**src/rtl/ps2_pkg.sv**
```systemverilog
// Shared PS/2 constants: prefix bytes, frame bit positions and receiver state encoding.
package ps2_pkg;
  localparam logic [7:0] PS2_PREFIX_EXT = 8'hE0;
  localparam logic [7:0] PS2_PREFIX_BRK = 8'hF0;

  localparam int PS2_BIT_START  = 0;
  localparam int PS2_BIT_PARITY = 9;
  localparam int PS2_BIT_STOP   = 10;

  typedef enum logic [1:0] {ST_IDLE, ST_SHIFT, ST_CHECK} ps2_state_e;

  // PS/2 uses odd parity over the eight data bits plus the parity bit.
  function automatic logic odd_parity_ok(input logic [7:0] d, input logic p);
    return ^{d, p};
  endfunction
endpackage

```
**src/rtl/ps2_rx_fifo_if.sv**
```systemverilog
// CPU-side bus of the PS/2 receiver: FIFO drain, status and sticky error flags.
interface ps2_rx_fifo_if #(parameter int FIFO_DEPTH = 16) ();
  localparam int CW = $clog2(FIFO_DEPTH) + 1;

  logic          rd_i;
  logic          clr_err_i;
  logic [9:0]    data_o;
  logic          valid_o;
  logic [CW-1:0] count_o;
  logic          overflow_o;
  logic          frame_err_o;

  modport master (output rd_i, clr_err_i,
                  input  data_o, valid_o, count_o, overflow_o, frame_err_o);
  modport slave  (input  rd_i, clr_err_i,
                  output data_o, valid_o, count_o, overflow_o, frame_err_o);
endinterface

```
**src/rtl/ps2_sync_fifo.sv**
```systemverilog
// Generic show-ahead FIFO; rdata is the head entry (zero while empty).
module ps2_sync_fifo #(
  parameter int W     = 10,
  parameter int DEPTH = 16
) (
  input  logic                     clk,
  input  logic                     rst_n,
  input  logic                     wr,
  input  logic [W-1:0]             wdata,
  input  logic                     rd,
  output logic [W-1:0]             rdata,
  output logic                     full,
  output logic                     empty,
  output logic [$clog2(DEPTH):0]   count
);
  localparam int AW = $clog2(DEPTH);

  logic [W-1:0]  mem [DEPTH];
  logic [AW-1:0] wp, rp;
  logic          do_wr, do_rd;

  assign empty = (count == '0);
  assign full  = (count == (AW+1)'(DEPTH));
  assign do_rd = rd && !empty;
  // A pop in the same cycle frees the slot, so a write into a full FIFO still lands.
  assign do_wr = wr && (!full || do_rd);
  assign rdata = empty ? '0 : mem[rp];

  always_ff @(posedge clk) begin
    if (do_wr) mem[wp] <= wdata;
  end

  always_ff @(posedge clk or negedge rst_n) begin
    if (!rst_n) begin
      wp    <= '0;
      rp    <= '0;
      count <= '0;
    end else begin
      if (do_wr) wp <= wp + 1'b1;
      if (do_rd) rp <= rp + 1'b1;
      if (do_wr && !do_rd)      count <= count + 1'b1;
      else if (!do_wr && do_rd) count <= count - 1'b1;
    end
  end
endmodule

```
**src/rtl/ps2_rx_fifo.sv**
```systemverilog
// PS/2 device-to-host receiver: filtered clock, frame checker with timeout,
// optional E0/F0 prefix folding, show-ahead receive FIFO.
module ps2_rx_fifo
  import ps2_pkg::*;
#(
  parameter int FILTER_LEN    = 4,
  parameter int FIFO_DEPTH    = 16,
  parameter int TIMEOUT_CYC   = 50000,
  parameter int DECODE_PREFIX = 1
) (
  input  logic           clk_i,
  input  logic           rst_i,
  input  logic           kb_clk_i,
  input  logic           kb_dat_i,
  ps2_rx_fifo_if.slave   bus
);
  localparam int FW = (FILTER_LEN > 1) ? $clog2(FILTER_LEN) : 1;
  localparam int TW = $clog2(TIMEOUT_CYC + 1);

  logic [1:0]    kc_s, kd_s;
  logic [FW-1:0] fcnt;
  logic          filt, filt_d, fall;
  ps2_state_e    state, nxt;
  logic [3:0]    idx;
  logic [9:0]    sh;
  logic [TW-1:0] tcnt;
  logic          ext, brk, ovf, ferr;
  logic          timeout, good, commit, bad, is_ext, is_brk, wr, full, empty;
  logic [9:0]    wdata;

  always_ff @(posedge clk_i or negedge rst_i) begin
    if (!rst_i) begin
      kc_s   <= 2'b11;
      kd_s   <= 2'b11;
      fcnt   <= '0;
      filt   <= 1'b1;
      filt_d <= 1'b1;
    end else begin
      kc_s   <= {kc_s[0], kb_clk_i};
      kd_s   <= {kd_s[0], kb_dat_i};
      filt_d <= filt;
      if (kc_s[1] != filt) begin
        if (fcnt == FW'(FILTER_LEN - 1)) begin
          filt <= kc_s[1];
          fcnt <= '0;
        end else begin
          fcnt <= fcnt + 1'b1;
        end
      end else begin
        fcnt <= '0;
      end
    end
  end

  assign fall    = filt_d && !filt;
  assign timeout = (state == ST_SHIFT) && !fall && (tcnt == TW'(TIMEOUT_CYC - 1));

  always_ff @(posedge clk_i or negedge rst_i) begin
    if (!rst_i) state <= ST_IDLE;
    else        state <= nxt;
  end

  always_comb begin
    nxt = state;
    unique case (state)
      ST_IDLE:  if (fall && !kd_s[1]) nxt = ST_SHIFT;
      ST_SHIFT: if (fall && idx == 4'(PS2_BIT_STOP)) nxt = ST_CHECK;
                else if (timeout)                    nxt = ST_IDLE;
      ST_CHECK: nxt = ST_IDLE;
      default:  nxt = ST_IDLE;
    endcase
  end

  // sh holds bits 1..10 once the stop bit has shifted in: data in [7:0].
  assign good   = sh[PS2_BIT_STOP-1] && odd_parity_ok(sh[7:0], sh[PS2_BIT_PARITY-1]);
  assign commit = (state == ST_CHECK) && good;
  assign bad    = (state == ST_CHECK) && !good;
  assign is_ext = (DECODE_PREFIX != 0) && (sh[7:0] == PS2_PREFIX_EXT);
  assign is_brk = (DECODE_PREFIX != 0) && (sh[7:0] == PS2_PREFIX_BRK);
  assign wr     = commit && !is_ext && !is_brk;
  assign wdata  = (DECODE_PREFIX != 0) ? {ext, brk, sh[7:0]} : {2'b00, sh[7:0]};

  always_ff @(posedge clk_i or negedge rst_i) begin
    if (!rst_i) begin
      idx  <= '0;
      sh   <= '0;
      tcnt <= '0;
      ext  <= 1'b0;
      brk  <= 1'b0;
      ovf  <= 1'b0;
      ferr <= 1'b0;
    end else begin
      if (state == ST_IDLE && fall && !kd_s[1]) idx <= 4'(PS2_BIT_START + 1);
      else if (state == ST_SHIFT && fall)       idx <= idx + 1'b1;
      if (state == ST_SHIFT && fall) sh <= {kd_s[1], sh[9:1]};
      if (state != ST_SHIFT || fall) tcnt <= '0;
      else                           tcnt <= tcnt + 1'b1;
      if (commit && is_ext)      ext <= 1'b1;
      else if (commit && is_brk) brk <= 1'b1;
      else if (wr) begin
        ext <= 1'b0;
        brk <= 1'b0;
      end
      if (wr && full && !bus.rd_i) ovf <= 1'b1;
      else if (bus.clr_err_i)      ovf <= 1'b0;
      if (bad || timeout)          ferr <= 1'b1;
      else if (bus.clr_err_i)      ferr <= 1'b0;
    end
  end

  ps2_sync_fifo #(.W(10), .DEPTH(FIFO_DEPTH)) u_fifo (
    .clk   (clk_i),
    .rst_n (rst_i),
    .wr    (wr),
    .wdata (wdata),
    .rd    (bus.rd_i),
    .rdata (bus.data_o),
    .full  (full),
    .empty (empty),
    .count (bus.count_o)
  );

  assign bus.valid_o     = !empty;
  assign bus.overflow_o  = ovf;
  assign bus.frame_err_o = ferr;
endmodule

```
**src/flat_wrapper.sv**
```systemverilog
// flat-port wrapper written by rule: the top's interface ports become plain ports
module ps2_rx_fifo_flat import ps2_pkg::*;
#(
  parameter int FILTER_LEN    = 4,
  parameter int FIFO_DEPTH    = 16,
  parameter int TIMEOUT_CYC   = 50000,
  parameter int DECODE_PREFIX = 1
)
  (clk_i, rst_i, kb_clk_i, kb_dat_i, bus_rd_i, bus_clr_err_i, bus_data_o, bus_valid_o, bus_count_o, bus_overflow_o, bus_frame_err_o);
  ps2_rx_fifo_if #(.FIFO_DEPTH(FIFO_DEPTH)) bus_i ();
  input  logic clk_i;
  input  logic rst_i;
  input  logic kb_clk_i;
  input  logic kb_dat_i;
  input wire logic [$bits(bus_i.rd_i)-1:0] bus_rd_i;
  input wire logic [$bits(bus_i.clr_err_i)-1:0] bus_clr_err_i;
  output wire logic [$bits(bus_i.data_o)-1:0] bus_data_o;
  output wire logic [$bits(bus_i.valid_o)-1:0] bus_valid_o;
  output wire logic [$bits(bus_i.count_o)-1:0] bus_count_o;
  output wire logic [$bits(bus_i.overflow_o)-1:0] bus_overflow_o;
  output wire logic [$bits(bus_i.frame_err_o)-1:0] bus_frame_err_o;
  assign bus_i.rd_i = bus_rd_i;
  assign bus_i.clr_err_i = bus_clr_err_i;
  assign bus_data_o = bus_i.data_o;
  assign bus_valid_o = bus_i.valid_o;
  assign bus_count_o = bus_i.count_o;
  assign bus_overflow_o = bus_i.overflow_o;
  assign bus_frame_err_o = bus_i.frame_err_o;
  ps2_rx_fifo #(.FILTER_LEN(FILTER_LEN), .FIFO_DEPTH(FIFO_DEPTH), .TIMEOUT_CYC(TIMEOUT_CYC), .DECODE_PREFIX(DECODE_PREFIX)) u_core (.clk_i(clk_i), .rst_i(rst_i), .kb_clk_i(kb_clk_i), .kb_dat_i(kb_dat_i), .bus(bus_i));
endmodule
```
**config.mk**
```make
export PLATFORM = sky130hd
export DESIGN_NAME = ps2_rx_fifo_flat
export DESIGN_NICKNAME = d
export VERILOG_FILES = /design/src/rtl/ps2_pkg.sv /design/src/rtl/ps2_rx_fifo_if.sv /design/src/rtl/ps2_sync_fifo.sv /design/src/rtl/ps2_rx_fifo.sv /design/src/flat_wrapper.sv
export SDC_FILE = /design/constraint.sdc
export NUM_CORES = 1
export LEC_CHECK = 0
export CAP_MARGIN = 20
export CORE_MARGIN = 5
export CORE_UTILIZATION = 58
export CTS_BUF_LIST = sky130_fd_sc_hd__clkbuf_4 sky130_fd_sc_hd__clkbuf_8
export DETAILED_ROUTE_END_ITERATION = 6
export GPL_ROUTABILITY_DRIVEN = 0
export HOLD_SLACK_MARGIN = 0.08
export PLACE_DENSITY = 0.79
export SLEW_MARGIN = 20
export SYNTH_ARGS = -nofsm -noshare
export SYNTH_HDL_FRONTEND = slang
export SYNTH_SLANG_ARGS = --single-unit
```
**constraint.sdc**
```tcl
create_clock -name clk_i -period 3.1 [get_ports clk_i]
set_input_delay 0.62 -clock clk_i [delete_from_list [all_inputs] [get_ports clk_i]]
set_output_delay 0.62 -clock clk_i [all_outputs]
set_load 0.01 [all_outputs]
```
==> results.py <==
metrics = {
    "outcome": {
        "status": "finished clean",
    },
    "global_route": {
        "grt_util_all_layers_pct": 20.4,
        "grt_start_max_net_pins": 49,
        "first_global_vias": 5168,
        "antenna_found_initial": 0,
        "overflow": 0,
        "grt_pass1_wl_um": 27900,
    },
    "timing": {
        "hold_viol_final": 0,
        "worst_pin_slew_ns": 0.720,
        "fmax_mhz": 329,
        "finalSetupViolCount": 0,
        "finalCriticalPeriod_ns": 3.04,
        "clock_skew_ns": 0.0178,
        "slew_headroom_pct": 52.0,
        "fin_crit_sh_pct": 97.9,
        "final_max_slew_viol_count": 0,
        "fin_setup_tns_ns": 0,
    },
    "routing": {
        "vias": 4764,
        "post-route-drc-count": 0,
        "detail_route.wirelength_um": 17400,
        "wl_per_cell_um": 22.1,
        "drt-initial-drc-count": 456,
        "firstDrtPassIters": 5,
        "route.antenna.remaining_nets": 0,
        "via_per_inst": 6.06,
    },
    "critical_path": {
        "crit_path_max_fanout": 7,
        "critPathTopFamily": "buffers and inverters",
        "crit_buf_inv": 3,
        "critPathLaunch": "u_core.u_fifo.rp[0]",
        "crit_type": "flip-flop to primary output",
        "startpoint_type": "flip-flop",
        "rr_startpoint": "u_core.sh[6]",
        "required_ns": 2.48,
        "reg2reg_to": "u_core.u_fifo.count[4]",
        "reg2reg_slack_ns": 0.29,
        "path_cells": "buf_4 -> buf_8 -> mux4_2 -> a22oi_2 -> a21oi_2 -> dlygate4sd2_1",
        "crit_cells": 6,
        "r2r_cells": 12,
        "crit_arrival_ns": 2.42,
        "crit_slowest_cell": "mux4_2",
        "cpPeakStageDelay_ns": 0.55,
        "critPathCaptureType": "primary output",
    },
    "place": {
        "dpl_cell_area_um2": 9440,
        "port_buffers": 23,
        "post-dp-hpwl_um": 10800,
    },
    "synth": {
        "synth_seq_cells": 217,
        "synthCells": 502,
        "yosys_most_used_dff": "edfxtp_1",
        "ys_async_sr_fraction_pct": 26.3,
        "synth_edf_count": 160,
        "yosysWarnings": 0,
        "synth.largest_area_cell": "edfxtp_1",
        "synth_fp_nets": 522,
        "syn_area_per_cell_um2": 17.6,
        "yosys.area.top_type_share_pct": 54.4,
        "seq_area_frac_synth_pct": 70.6,
        "syn_area_um2": 8840,
        "synth_area_leaders": "edfxtp_1 54%, dfrtp_1 14%, mux4_2 10%, ha_1 1.8%, dfstp_2 1.8%",
        "ys_types": 47,
    },
    "clocking": {
        "clk_pin_slew_ns": 0.05,
        "htreeDepth": 2,
        "ctsRootBufferMaster": "clkbuf_8",
        "clkSinkCount": 217,
        "clk_latency_ns": 0.52,
        "cts_buffer_depth": 3,
        "numCtsBuffers": 36,
        "cts_tree": "yes",
    },
    "floorplanning": {
        "die_h_um": 133,
        "die_w_um": 133,
        "coreArea_um2": 15100,
        "dieArea_um2": 17800,
        "initial_core_util_pct": 58.6,
        "num_io_pins": 24,
        "rows": 45,
    },
    "worst_hold_path": {
        "hold_class": "input pin to async pin",
    },
    "cells_and_area": {
        "syn_to_final_growth_pct": 16.3,
        "seq_area_um2": 6250,
        "drive_above_1_share_pct": 29.8,
        "fill_cells": 980,
        "diodes": 0,
        "layout.nets": 593,
        "final_area_um2": 10300,
        "multi_input_area_um2": 2560,
    },
    "power": {
        "peakVddDrop_mv": 0.513,
        "p_comb_share_pct": 35.3,
        "powerDensity_nw_per_um2": 920,
        "switching_power_uw": 3040,
        "clkPwrFrac_pct": 24.8,
        "pwr-share-seq_pct": 39.8,
        "p_int_uw": 6420,
        "swShare_pct": 32.2,
        "leakage_uw": 0.00366,
    },
    "job": {
        "maxCapViolations": 0,
    },
}
==> repair_timing <==
action / CTS / global route
gates cloned: 1 / 0
gates resized for setup: 23 / 8
pin swaps: 0 / 5
hold buffers: 0 / 0
endpoints found under the setup margin: 10 / 6
buffers inserted: 4 / 1
==> power groups by stage <==
stage	Combinational [µW]	Sequential (µW)	Clock (µW)
floorplan	1880	3900	0
global placement	2980	3820	0
detailed placement	3100	3840	0
CTS	3250	3770	2400
global route	3600	3800	2560
finish	3340	3770	2350
==> cell families after synthesis <==
group	Yosys count	synth area share, %
simple gates	101	6.26
fa+ha+maj	14	2.07
mux	53	11.9
compound gates	53	3.88
flops	217	70.6
xor+xnor	34	3.92
buf+inv	30	1.43
==> synthesized netlist by cell type (3+ instances only) <==
library cell and count:
inv_1 11, nand2_1 16, or3_1 3, dfrtp_1 51, buf_1 3, edfxtp_1 160
mux2_2 11, nand4_1 6, buf_2 5, a22oi_1 20, xnor2_1 17, and3_1 10
o21ai_0 8, and3_2 6, clkbuf_1 10, nor4_1 4, nand3_1 7, nor3_1 6
a21oi_1 17, nor2b_1 10, nor2_1 21, mux4_2 40, ha_1 13, xor2_1 13
dfstp_2 6, and2_1 4
==> sequential cells by signal (all words and copies together), names as in the netlist, 4 cells and up <==
signal               cells
u_core.u_fifo.wp         4
u_core.idx               4
u_core.u_fifo.rp         4
u_core.u_fifo.count      5
u_core.u_fifo.mem      160
u_core.tcnt             16
u_core.sh               10
==> layer usage <==
| metal | vias up | routed length [µm] | global-route usage (%) |
|---|---|---|---|
| li1 | 2108 | - | - |
| met3 | 32 | 1170 | 4.15 |
| met5 | - | 0 | 0 |
| met2 | 166 | 8780 | 33.9 |
| met1 | 2458 | 7040 | 27.1 |
| met4 | 0 | 381 | 7.20 |
==> cell type report <==
cell class / count / area share (%)
inverters: 11 / 0.402
repair buffers: 52 / 5.10
clock inverters: 14 / 0.548
well taps: 188 / 2.29
flip-flops and latches: 217 / 60.8
multi-input cells: 255 / 24.9
clock buffers: 49 / 6.01
==> per-stage QoR <==
| stage | instances | total power (µW) | setup slack, ns | util [%] | hold slack, ns |
|---|---|---|---|---|---|
| detailed placement | 717 | 6940 | 0.0592 | 62.6 | 0.348 |
| global placement | 717 | 6800 | 0.173 | 62.6 | 0.347 |
| floorplan | 502 | 5780 | 0.0155 | - | 0.324 |
| CTS | 785 | 9420 | 0.00907 | 67.9 | 0.292 |
| finish | 786 | 9460 | 0.0649 | 68.1 | 0.102 |
| global route | 786 | 9960 | -0.00780 | 68.1 | 0.140 |
==> worst max path at each step <==
stage / slack (ns) / end
floorplan: 0.02 / u_core.u_fifo.count[4]
global placement: 0.17 / u_core.u_fifo.count[4]
detailed placement: 0.06 / u_core.u_fifo.count[4]
CTS: 0.009 / bus_data_o[2]
global route: -0.008 / bus_data_o[4]
finish: 0.06 / bus_data_o[4]
==> cell usage in the layout, fill, tap and decap left out, types with 5 or more instances in the layout <==
cell and count:
a21oi_1 13, a22oi_1 7, a22oi_2 13, and3_1 10, and3_2 6, buf_12 5, buf_4 23, clkbuf_4 9
clkbuf_8 40, clkdlybuf4s50_1 12, clkinv_1 11, dfrtp_1 44, dfrtp_2 7, dfstp_2 6, dlygate4sd2_1 9, edfxtp_1 160
ha_1 12, inv_1 11, mux2_2 11, mux4_2 40, nand2_1 16, nand3_1 7, nand4_1 6, nor2_1 21
nor2b_1 10, nor3_1 6, o21ai_0 8, xnor2_1 17, xor2_1 13
==> worst register-to-register path, cell delays in order (launching register included) <==
cell     delay [ns]
dfrtp_2        0.40
xnor2_1        0.15
xnor3_2        0.48
xnor2_2        0.19
nor3_4         0.15
ha_2           0.21
inv_1          0.09
fa_2           0.36
a21o_1         0.17
a21oi_2        0.14
xnor2_1        0.12
nor2_1         0.07
xor2_1         0.14
(Power assumes the default switching activity.)
